## src/rtl/fir_stream_ctrl.sv

```systemverilog
// fir_stream_ctrl
// Sequencer for the moving-average FIR datapath. It produces the next_dv
// sample strobes at a programmable decimation rate and gates the filter's
// tvalid input. On start, restart or loss of the upstream stream it flushes
// the filter history, then fills the window. It flags when the filter output
// holds a complete FIR_LEN window.
//
// Ports
//   a_clk       system clock, rising edge
//   a_resetn    asynchronous active-low reset
//   enable      run request (level)
//   restart     single-cycle pulse, forces a re-flush
//   deci        strobe period minus 1, latched on entry to FLUSH
//   up_tvalid   upstream stream valid
//   next_dv     one-cycle sample strobe to the filter
//   fir_tvalid  tvalid to the filter
//   out_valid   filter window complete (RUN)
//   out_strobe  one-cycle pulse one cycle after each RUN strobe
//   fill_level  valid strobes since the last flush, saturating at FIR_LEN
//   state       0=IDLE 1=FLUSH 2=FILL 3=RUN
//
// state | meaning
// ------+------------------------------------------------------------
// IDLE  | disabled, all outputs low
// FLUSH | FIR_LEN strobes at period 2 with tvalid low zero the history
// FILL  | FIR_LEN+1 valid strobes at period deci_l+1 refill the window
// RUN   | window complete, out_strobe marks each fresh sum
module fir_stream_ctrl #(
    parameter int FIR_LEN   = 64,
    parameter int FIR_LEN_L = 6,
    parameter int DECI_W    = 16
) (
    input  logic                 a_clk,
    input  logic                 a_resetn,
    input  logic                 enable,
    input  logic                 restart,
    input  logic [DECI_W-1:0]    deci,
    input  logic                 up_tvalid,
    output logic                 next_dv,
    output logic                 fir_tvalid,
    output logic                 out_valid,
    output logic                 out_strobe,
    output logic [FIR_LEN_L:0]   fill_level,
    output logic [1:0]           state
);

    typedef enum logic [1:0] {
        S_IDLE  = 2'd0,
        S_FLUSH = 2'd1,
        S_FILL  = 2'd2,
        S_RUN   = 2'd3
    } state_t;

    localparam logic [FIR_LEN_L:0] CNT_ONE    = (FIR_LEN_L+1)'(1);
    localparam logic [FIR_LEN_L:0] FLUSH_LAST = (FIR_LEN_L+1)'(FIR_LEN - 1);
    // FILL takes one extra strobe to push through the filter's input register
    localparam logic [FIR_LEN_L:0] FILL_LAST  = (FIR_LEN_L+1)'(FIR_LEN);
    localparam logic [FIR_LEN_L:0] FILL_MAX   = (FIR_LEN_L+1)'(FIR_LEN);
    localparam logic [DECI_W-1:0]  PH_ONE     = DECI_W'(1);

    state_t             state_q, state_d;
    logic [DECI_W-1:0]  phase_q, phase_d;
    logic [DECI_W-1:0]  deci_l_q, deci_l_d;
    logic [DECI_W-1:0]  phase_last;
    logic [FIR_LEN_L:0] scnt_q, scnt_d;
    logic [FIR_LEN_L:0] fill_q, fill_d;
    logic               tvalid_q, tvalid_d;
    logic               ostb_q, ostb_d;
    logic               entry;
    logic               strobe;

    // Strobe is a decode of registered state, so an async reset removes it at once
    always_comb begin
        phase_last = (state_q == S_FLUSH) ? PH_ONE : deci_l_q;
        strobe     = (state_q != S_IDLE) && (phase_q == phase_last);
    end

    always_comb begin
        state_d = state_q;
        entry   = 1'b0;
        if (!enable) begin
            state_d = S_IDLE;
        end else if (state_q == S_IDLE) begin
            state_d = S_FLUSH;
        end else if (restart) begin
            state_d = S_FLUSH;
            entry   = 1'b1;
        end else if (!up_tvalid && (state_q == S_FILL || state_q == S_RUN)) begin
            state_d = S_FLUSH;
        end else if (state_q == S_FLUSH && strobe && scnt_q == FLUSH_LAST) begin
            state_d = S_FILL;
        end else if (state_q == S_FILL && strobe && scnt_q == FILL_LAST) begin
            state_d = S_RUN;
        end
        if (state_d != state_q) begin
            entry = 1'b1;
        end
    end

    always_comb begin
        phase_d = phase_q + PH_ONE;
        if (entry || strobe || state_d == S_IDLE) begin
            phase_d = '0;
        end

        scnt_d = scnt_q;
        if (entry || state_d == S_IDLE) begin
            scnt_d = '0;
        end else if (strobe && (state_q == S_FLUSH || state_q == S_FILL)) begin
            scnt_d = scnt_q + CNT_ONE;
        end

        fill_d = fill_q;
        if (state_d == S_IDLE || state_d == S_FLUSH) begin
            fill_d = '0;
        end else if (strobe && (state_q == S_FILL || state_q == S_RUN) && fill_q != FILL_MAX) begin
            fill_d = fill_q + CNT_ONE;
        end

        deci_l_d = deci_l_q;
        if (entry && state_d == S_FLUSH) begin
            deci_l_d = (deci == '0) ? PH_ONE : deci;
        end

        tvalid_d = (state_d == S_FILL) || (state_d == S_RUN);
        // A strobe on the edge that leaves RUN produces no fresh-sum pulse
        ostb_d   = strobe && (state_q == S_RUN) && (state_d == S_RUN);
    end

    always_ff @(posedge a_clk or negedge a_resetn) begin
        if (!a_resetn) begin
            state_q  <= S_IDLE;
            phase_q  <= '0;
            deci_l_q <= '0;
            scnt_q   <= '0;
            fill_q   <= '0;
            tvalid_q <= 1'b0;
            ostb_q   <= 1'b0;
        end else begin
            state_q  <= state_d;
            phase_q  <= phase_d;
            deci_l_q <= deci_l_d;
            scnt_q   <= scnt_d;
            fill_q   <= fill_d;
            tvalid_q <= tvalid_d;
            ostb_q   <= ostb_d;
        end
    end

    assign next_dv    = strobe;
    assign fir_tvalid = tvalid_q;
    assign out_valid  = (state_q == S_RUN);
    assign out_strobe = ostb_q;
    assign fill_level = fill_q;
    assign state      = state_q;

endmodule
```

## config.mk

```make
export PLATFORM = sky130hd
export DESIGN_NAME = fir_stream_ctrl
export DESIGN_NICKNAME = d
export VERILOG_FILES = /design/src/rtl/fir_stream_ctrl.sv
export SDC_FILE = /design/constraint.sdc
export NUM_CORES = 1
export LEC_CHECK = 0
export ABC_AREA = 1
export ABC_CLOCK_PERIOD_IN_PS = 2610
export CELL_PAD_IN_SITES_DETAIL_PLACEMENT = 0
export CELL_PAD_IN_SITES_GLOBAL_PLACEMENT = 1
export CORE_MARGIN = 1.5
export CORE_UTILIZATION = 38
export DETAILED_ROUTE_END_ITERATION = 10
export PLACE_DENSITY = 0.73
export SYNTH_ARGS = -nofsm -noshare
export SYNTH_HDL_FRONTEND = slang
export SYNTH_SLANG_ARGS = --single-unit
```

## constraint.sdc

```tcl
create_clock -name a_clk -period 2.61 [get_ports a_clk]
set_clock_uncertainty 0.1 [all_clocks]
set_input_delay 0.261 -clock a_clk [delete_from_list [all_inputs] [get_ports a_clk]]
set_output_delay 0.261 -clock a_clk [all_outputs]
set_load 0.01 [all_outputs]
```

* Word level (Yosys, flattened, before mapping)
Index checks and enable logic that the tools add are counted.
** Word-level totals
- Output and inout bits :: 13
- Input bits :: 21
- Register bits :: 50
- Word-level logic and storage cells :: 64
** Operators by class
- Reductions and logical operators :: 26
- $add $sub $neg :: 3
- Muxes and demuxes :: 17
- Equal/unequal tests :: 11
** Operator list (number)
- two-way mux 16 bit :: 3
- two-way mux 7 bit :: 4
- adder 16 x 1 -> 16 bit (second input constant) :: 1
- == test 16 bit :: 1
- logical NOT 16 bit :: 1
- adder 7 x 1 -> 7 bit (second input constant) :: 2
- logical AND 1 bit :: 12
- two-way mux 2 bit :: 6
- == test 2 bit (second input constant) :: 4
- == test 7 x 6 -> 1 bit (second input constant) :: 1
- == test 7 bit (second input constant) :: 1
- logical OR 1 bit :: 7
- != test 7 bit (second input constant) :: 1
- nonzero test 2 bit :: 3
- == test 2 x 1 -> 1 bit (second input constant) :: 2
- logical NOT 2 bit :: 2
- two-way mux 1 bit :: 4
- != test 2 bit :: 1
- logical NOT 1 bit :: 1

* Logic depth before layout (Yosys ltp)
- Depth in word-level cells :: 17
- Gate-level depth with buffers :: 22
- Depth with buffers taken out :: 20

* Worst setup path before layout
Ideal clock, no wire load.
- Path type :: register to register
- Start point :: reg state_q[1] (netlist: state[1])
- End point :: reg phase_q[10]
- Required time :: 2.442 ns
- Buffers on the path :: 2
- Cell stages (with the launch flop) :: 20
- Setup slack :: -0.039 ns
- Clock period less this slack :: 2.649 ns
- Data arrival time :: 2.481 ns
- Setup time :: 0.068 ns
- Cell sequence :: dfrtp_1 > inv_1 > ha_1 > inv_2 > buf_8 > nand2_1 > nand2_1 > nand2_1 > nor2_1 > nand2_1 > nor2_4 > nand4_2 > nand3_2 > nand2_4 > nand2_2 > nand3_2 > nor2_4 > nand3_4 > buf_8 > nor2_4
** On the way
- Longest elaborated chain between the ends :: 17
- Elaborated cells on any way between the ends :: 28
- Those cells by class :: eq/ne: 5; mux: 11; reduce/logical: 12
** RTL lines
- start: declaration :: line 61 : state_t state_q, state_d;
- start signal: assignment :: line 140 : state_q <= state_d;
- == test 2 x 1 -> 1 bit :: line 74, 90
- two-way mux 16 bit :: line 74 : phase_last = (state_q == S_FLUSH) ? PH_ONE : deci_l_q;
- == test 16 bit :: line 75 : strobe = (state_q != S_IDLE) && (phase_q == phase_last);
- logical AND 1 bit :: line 75
- logical AND 1 bit (2 in series) :: line 92 : end else if (state_q == S_FILL && strobe && scnt_q == FILL_LAST) begin
- two-way mux 2 bit :: line 92
- two-way mux 2 bit :: line 90 : end else if (state_q == S_FLUSH && strobe && scnt_q == FLUSH_LAST) begin
- two-way mux 2 bit :: line 88 : end else if (!up_tvalid && (state_q == S_FILL || state_q == S_RUN)) begin
- two-way mux 2 bit :: line 85 : end else if (restart) begin
- two-way mux 2 bit :: line 83 : end else if (state_q == S_IDLE) begin
- two-way mux 2 bit :: line 81 : if (!enable) begin
- != test 2 bit :: line 95 : if (state_d != state_q) begin
- two-way mux 1 bit :: line 95
- logical OR 1 bit :: line 102 : if (entry || strobe || state_d == S_IDLE) begin
- logical OR 1 bit (*) :: line 102
- two-way mux 16 bit (*) :: line 102
- net phase_d[10] :: line 62 : logic [DECI_W-1:0] phase_q, phase_d;
- end signal: assignment :: line 141 : phase_q <= phase_d;
- end: declaration :: line 62
The timed path passes the listed nets; every way through them passes the cells marked *.
A chain may end at the register's enable or synchronous reset.

* Worst setup path in the final report
- Start point :: reg state_q[0] (netlist: state[0])
- End point :: reg deci_l_q[8]
** On the way
- Longest elaborated chain between the ends :: 15
- Elaborated cells on any way between the ends :: 26
- Those cells by class :: eq/ne: 6; mux: 10; reduce/logical: 10
** RTL lines
- == test 2 x 1 -> 1 bit :: line 74, 90
- two-way mux 16 bit :: line 74
- == test 16 bit :: line 75
- logical AND 1 bit :: line 75
- logical AND 1 bit (2 in series) :: line 92
- two-way mux 2 bit :: line 92
- two-way mux 2 bit :: line 90
- two-way mux 2 bit :: line 88
- two-way mux 2 bit :: line 85
- two-way mux 2 bit :: line 83
- two-way mux 2 bit :: line 81
- != test 2 bit :: line 95
- two-way mux 1 bit :: line 95
- logical AND 1 bit (*) :: line 121 : if (entry && state_d == S_FLUSH) begin
- end signal: assignment :: line 142 : deci_l_q <= deci_l_d;
- end: declaration :: line 63 : logic [DECI_W-1:0] deci_l_q, deci_l_d;
Every way passes the cells marked *; elsewhere a longest branch is shown, timed or not.

==> flow_summary.toml <==
[placement]
dp_hpwl_mm = 5.49
dpl_cell_area_sq_um = 3640
gp_congestion = 0.851
portBuffers = 33
dp_cells = 514

[setup_path]
arrival_ns = 2.77
end_kind = "register"
ff2ff_setup_slack_ns = -0.01
cpPeakStageDelay_ns = 0.43
rr_worst_depth = 19
r2r-start = "state[0]"
critPathSlowestCell = "dfrtp_1"
r2r-end = "deci_l_q[8]"
cp_cell_sequence = "ha_4 > clkinvlp_4 > buf_6 > nand2_2 > nand2_2 > o21ai_2 > nor2_1 > nand2_1 > nor2_4 > nand4_4 > nand2_2 > nand2_2 > nand2_2 > nand2_4 > buf_6 > nor2_4 > clkbuf_16 > nand3_1 > nand2_1"
critPathLaunchType = "register"
path_max_fanout = 8
required_ns = 2.75
crit_type = "register to register"
cp_common_cell = "nand2_2"

[synth]
synth_area_leaders = "dfrtp_1, nand2_1, nand3_1"
yosysTopAreaCellShare_pct = 41.5
syn_area_per_cell_sq_um = 8.36
yosysWarnings = 0
synthCells = 361
synth-seq-area-share_pct = 41.5
syn_area_sq_um = 3020
yosys.area.top_type = "dfrtp_1"
synth-seq-cells = 50
synth_nets = 391
ys_types = 35

[timing]
setup_ws_ns = -0.0141
relSlewSlack_pct = 32.1
tns_ns = -0.0324
finalHoldViolCount = 0
finalSetupViolCount = 6
tightest_slew_ns = 1.01
fmax_ghz = 0.381
fin_crit_ns = 2.62
holdWs_ns = 0.350
rsz0062_at_grt = "true"
fin_crit_sh_pct = 101
slew_violations = 0

[clocking]
path_clk_slew_ns = 0.09
cts-root-buf = "clkbuf_8"
clkSinkCount = 50
htree_levels = 2
cts_tree = "built"
cts_buffer_depth = 2
numCtsBuffers = 5
clock_latency_ns = 0.30

[flow_run]
maxCapViolCount = 0

[status]
violations = "negative setup slack"
outcome = "finished with violations"

[route]
viasPerCell = 4.77
drcViolationCount = 0
ant_nets = 0
firstDrtPassIters = 4
drt_iter0_markers = 89
vias = 2533
wl_per_cell_microns = 14.3
wl_mm = 7.59

[power_and_ir_drop]
switching_share_pct = 28.5
leakagePower_uw = 0.00175
p_seq_share_pct = 48.7
p_clk_share_pct = 30.2
power_density_nw_per_um2 = 446
vdd.ir_drop.worst_mv = 0.226
pwr-share-comb_pct = 21.1
p_int_uw = 1270
p_sw_uw = 507

[finish]
utilization_pct = 51.9
fin_cells = 531
area_growth_pct = 32.2
design_area_sq_um = 3990
drive_gt1_share_pct = 24.0
nets = 458
antenna_cells = 0

[grt]
grt_max_degree = 22
overflow = 0
met1_usage_pct = 25.6
grt.met2_usage_pct = 32.1
antenna_found_initial = 0
grt_pass1_vias = 2564
grt_pass1_wl_mm = 12.5
grt_use_total_pct = 19.0
grt_util_met3_pct = 2.49
top_usage_layer = "met2"

[min_path]
worstHoldPathType = "input port to asynchronous set/reset pin"

[floorplan]
die_h_microns = 92.1
dieArea_sq_um = 8490
top_level_ports = 34
core_area_sq_um = 7690
die_x_microns = 92.1
start_util_pct = 39.3
row_count = 32
## synthesized netlist by cell type, drive strengths merged
library cell	instances
a21oi	4
a41o	1
and2	1
buf	6
dfrtp	50
ha	9
inv	39
nand2	100
nand3	40
nand3b	3
nand4	6
nor2	51
nor3	9
nor4	6
o211ai	1
o21ai	12
o21bai	1
o311ai	1
o31ai	1
xnor2	4
xor2	16
## layout by cell type, fill, tap and decap left out, types with 5 or more instances in the layout
master,count
nand2_1,81
dfrtp_1,49
inv_1,33
nand3_1,33
clkdlybuf4s50_1,31
nor2_1,30
buf_4,18
nor2_4,15
xor2_1,15
nand2_2,14
o21ai_0,10
nor3_1,8
ha_1,8
buf_6,7
nor2_2,6
nand2_4,5
nand3_2,5
nor4_1,5
clkbuf_8,5
## power by group through the flow
stage               Combinational (uW)  Sequential, uW  Clock [uW]
global route                       417             872         584
floorplan                          207             866           0
global placement                   326             881           0
detailed placement                 331             881           0
finish                             376             867         537
CTS                                349             866         555
## worst max path at each step
stage          slack, ns     endpoint     start
6_report           -0.01  deci_l_q[8]  state[0]
3_3_place_gp      -0.006  deci_l_q[8]  state[0]
5_1_grt            -0.17  deci_l_q[5]  state[0]
2_1_floorplan       0.06  phase_q[10]  state[1]
3_5_place_dp       -0.07  deci_l_q[8]  state[1]
4_1_cts             0.02   phase_q[1]  state[1]
## worst max-delay path, delay by kind of cell (launching register included)
kind	cells	cell delay (ns)
adder cells (fa/ha/maj)	1	0.21
buffers and inverters	4	0.57
flip-flops	1	0.43
AND/OR/NAND/NOR	13	1.21
AO/OA/AOI/OAI	1	0.05
## cells by family after synthesis
group / synth area share [%]
xor+xnor: 6.05
fa+ha+maj: 3.73
buf+inv: 6.80
simple gates: 37.4
flops: 41.5
compound gates: 4.60
## layout make-up
class | instances | area, sq um
clock inverters | 1 | 30.0
multi-input cells | 267 | 1680
repair inverters | 1 | 7.51
clock buffers | 7 | 76.3
well taps | 102 | 128
inverters | 39 | 158
repair buffers | 64 | 654
fillers | 770 | 3700
flip-flops and latches | 50 | 1250
## layer usage
metal | up-vias | part of all wire (%)
met4 | 0 | 1.3
met2 | 26 | 50
met3 | 9 | 1.9
met1 | 1206 | 47
met5 | - | 0
li1 | 1292 | -
## state kept, by name (all words and copies together), names as in the netlist
name	count
phase_q	16
scnt_q	7
deci_l_q	16
fill_level	7
state	2
fir_tvalid	1
out_strobe	1
## timing repair
action | in CTS | in global routing
hold endpoints to repair | 19 | 0
gates resized for setup | 6 | 33
pin swaps | 1 | 14
gates cloned | 2 | 1
hold buffers | 1 | 0
endpoints found under the setup margin | 42 | 46
setup buffers | 3 | 2
## through the flow
stage	worst slack, ns	total power (uW)
after global routing	-0.171	1870
after global placement	-0.00579	1210
after CTS	0.0207	1770
final	-0.0141	1780
after detailed placement	-0.0662	1210
after floorplan	0.0599	1070
(Power assumes the default switching activity.)
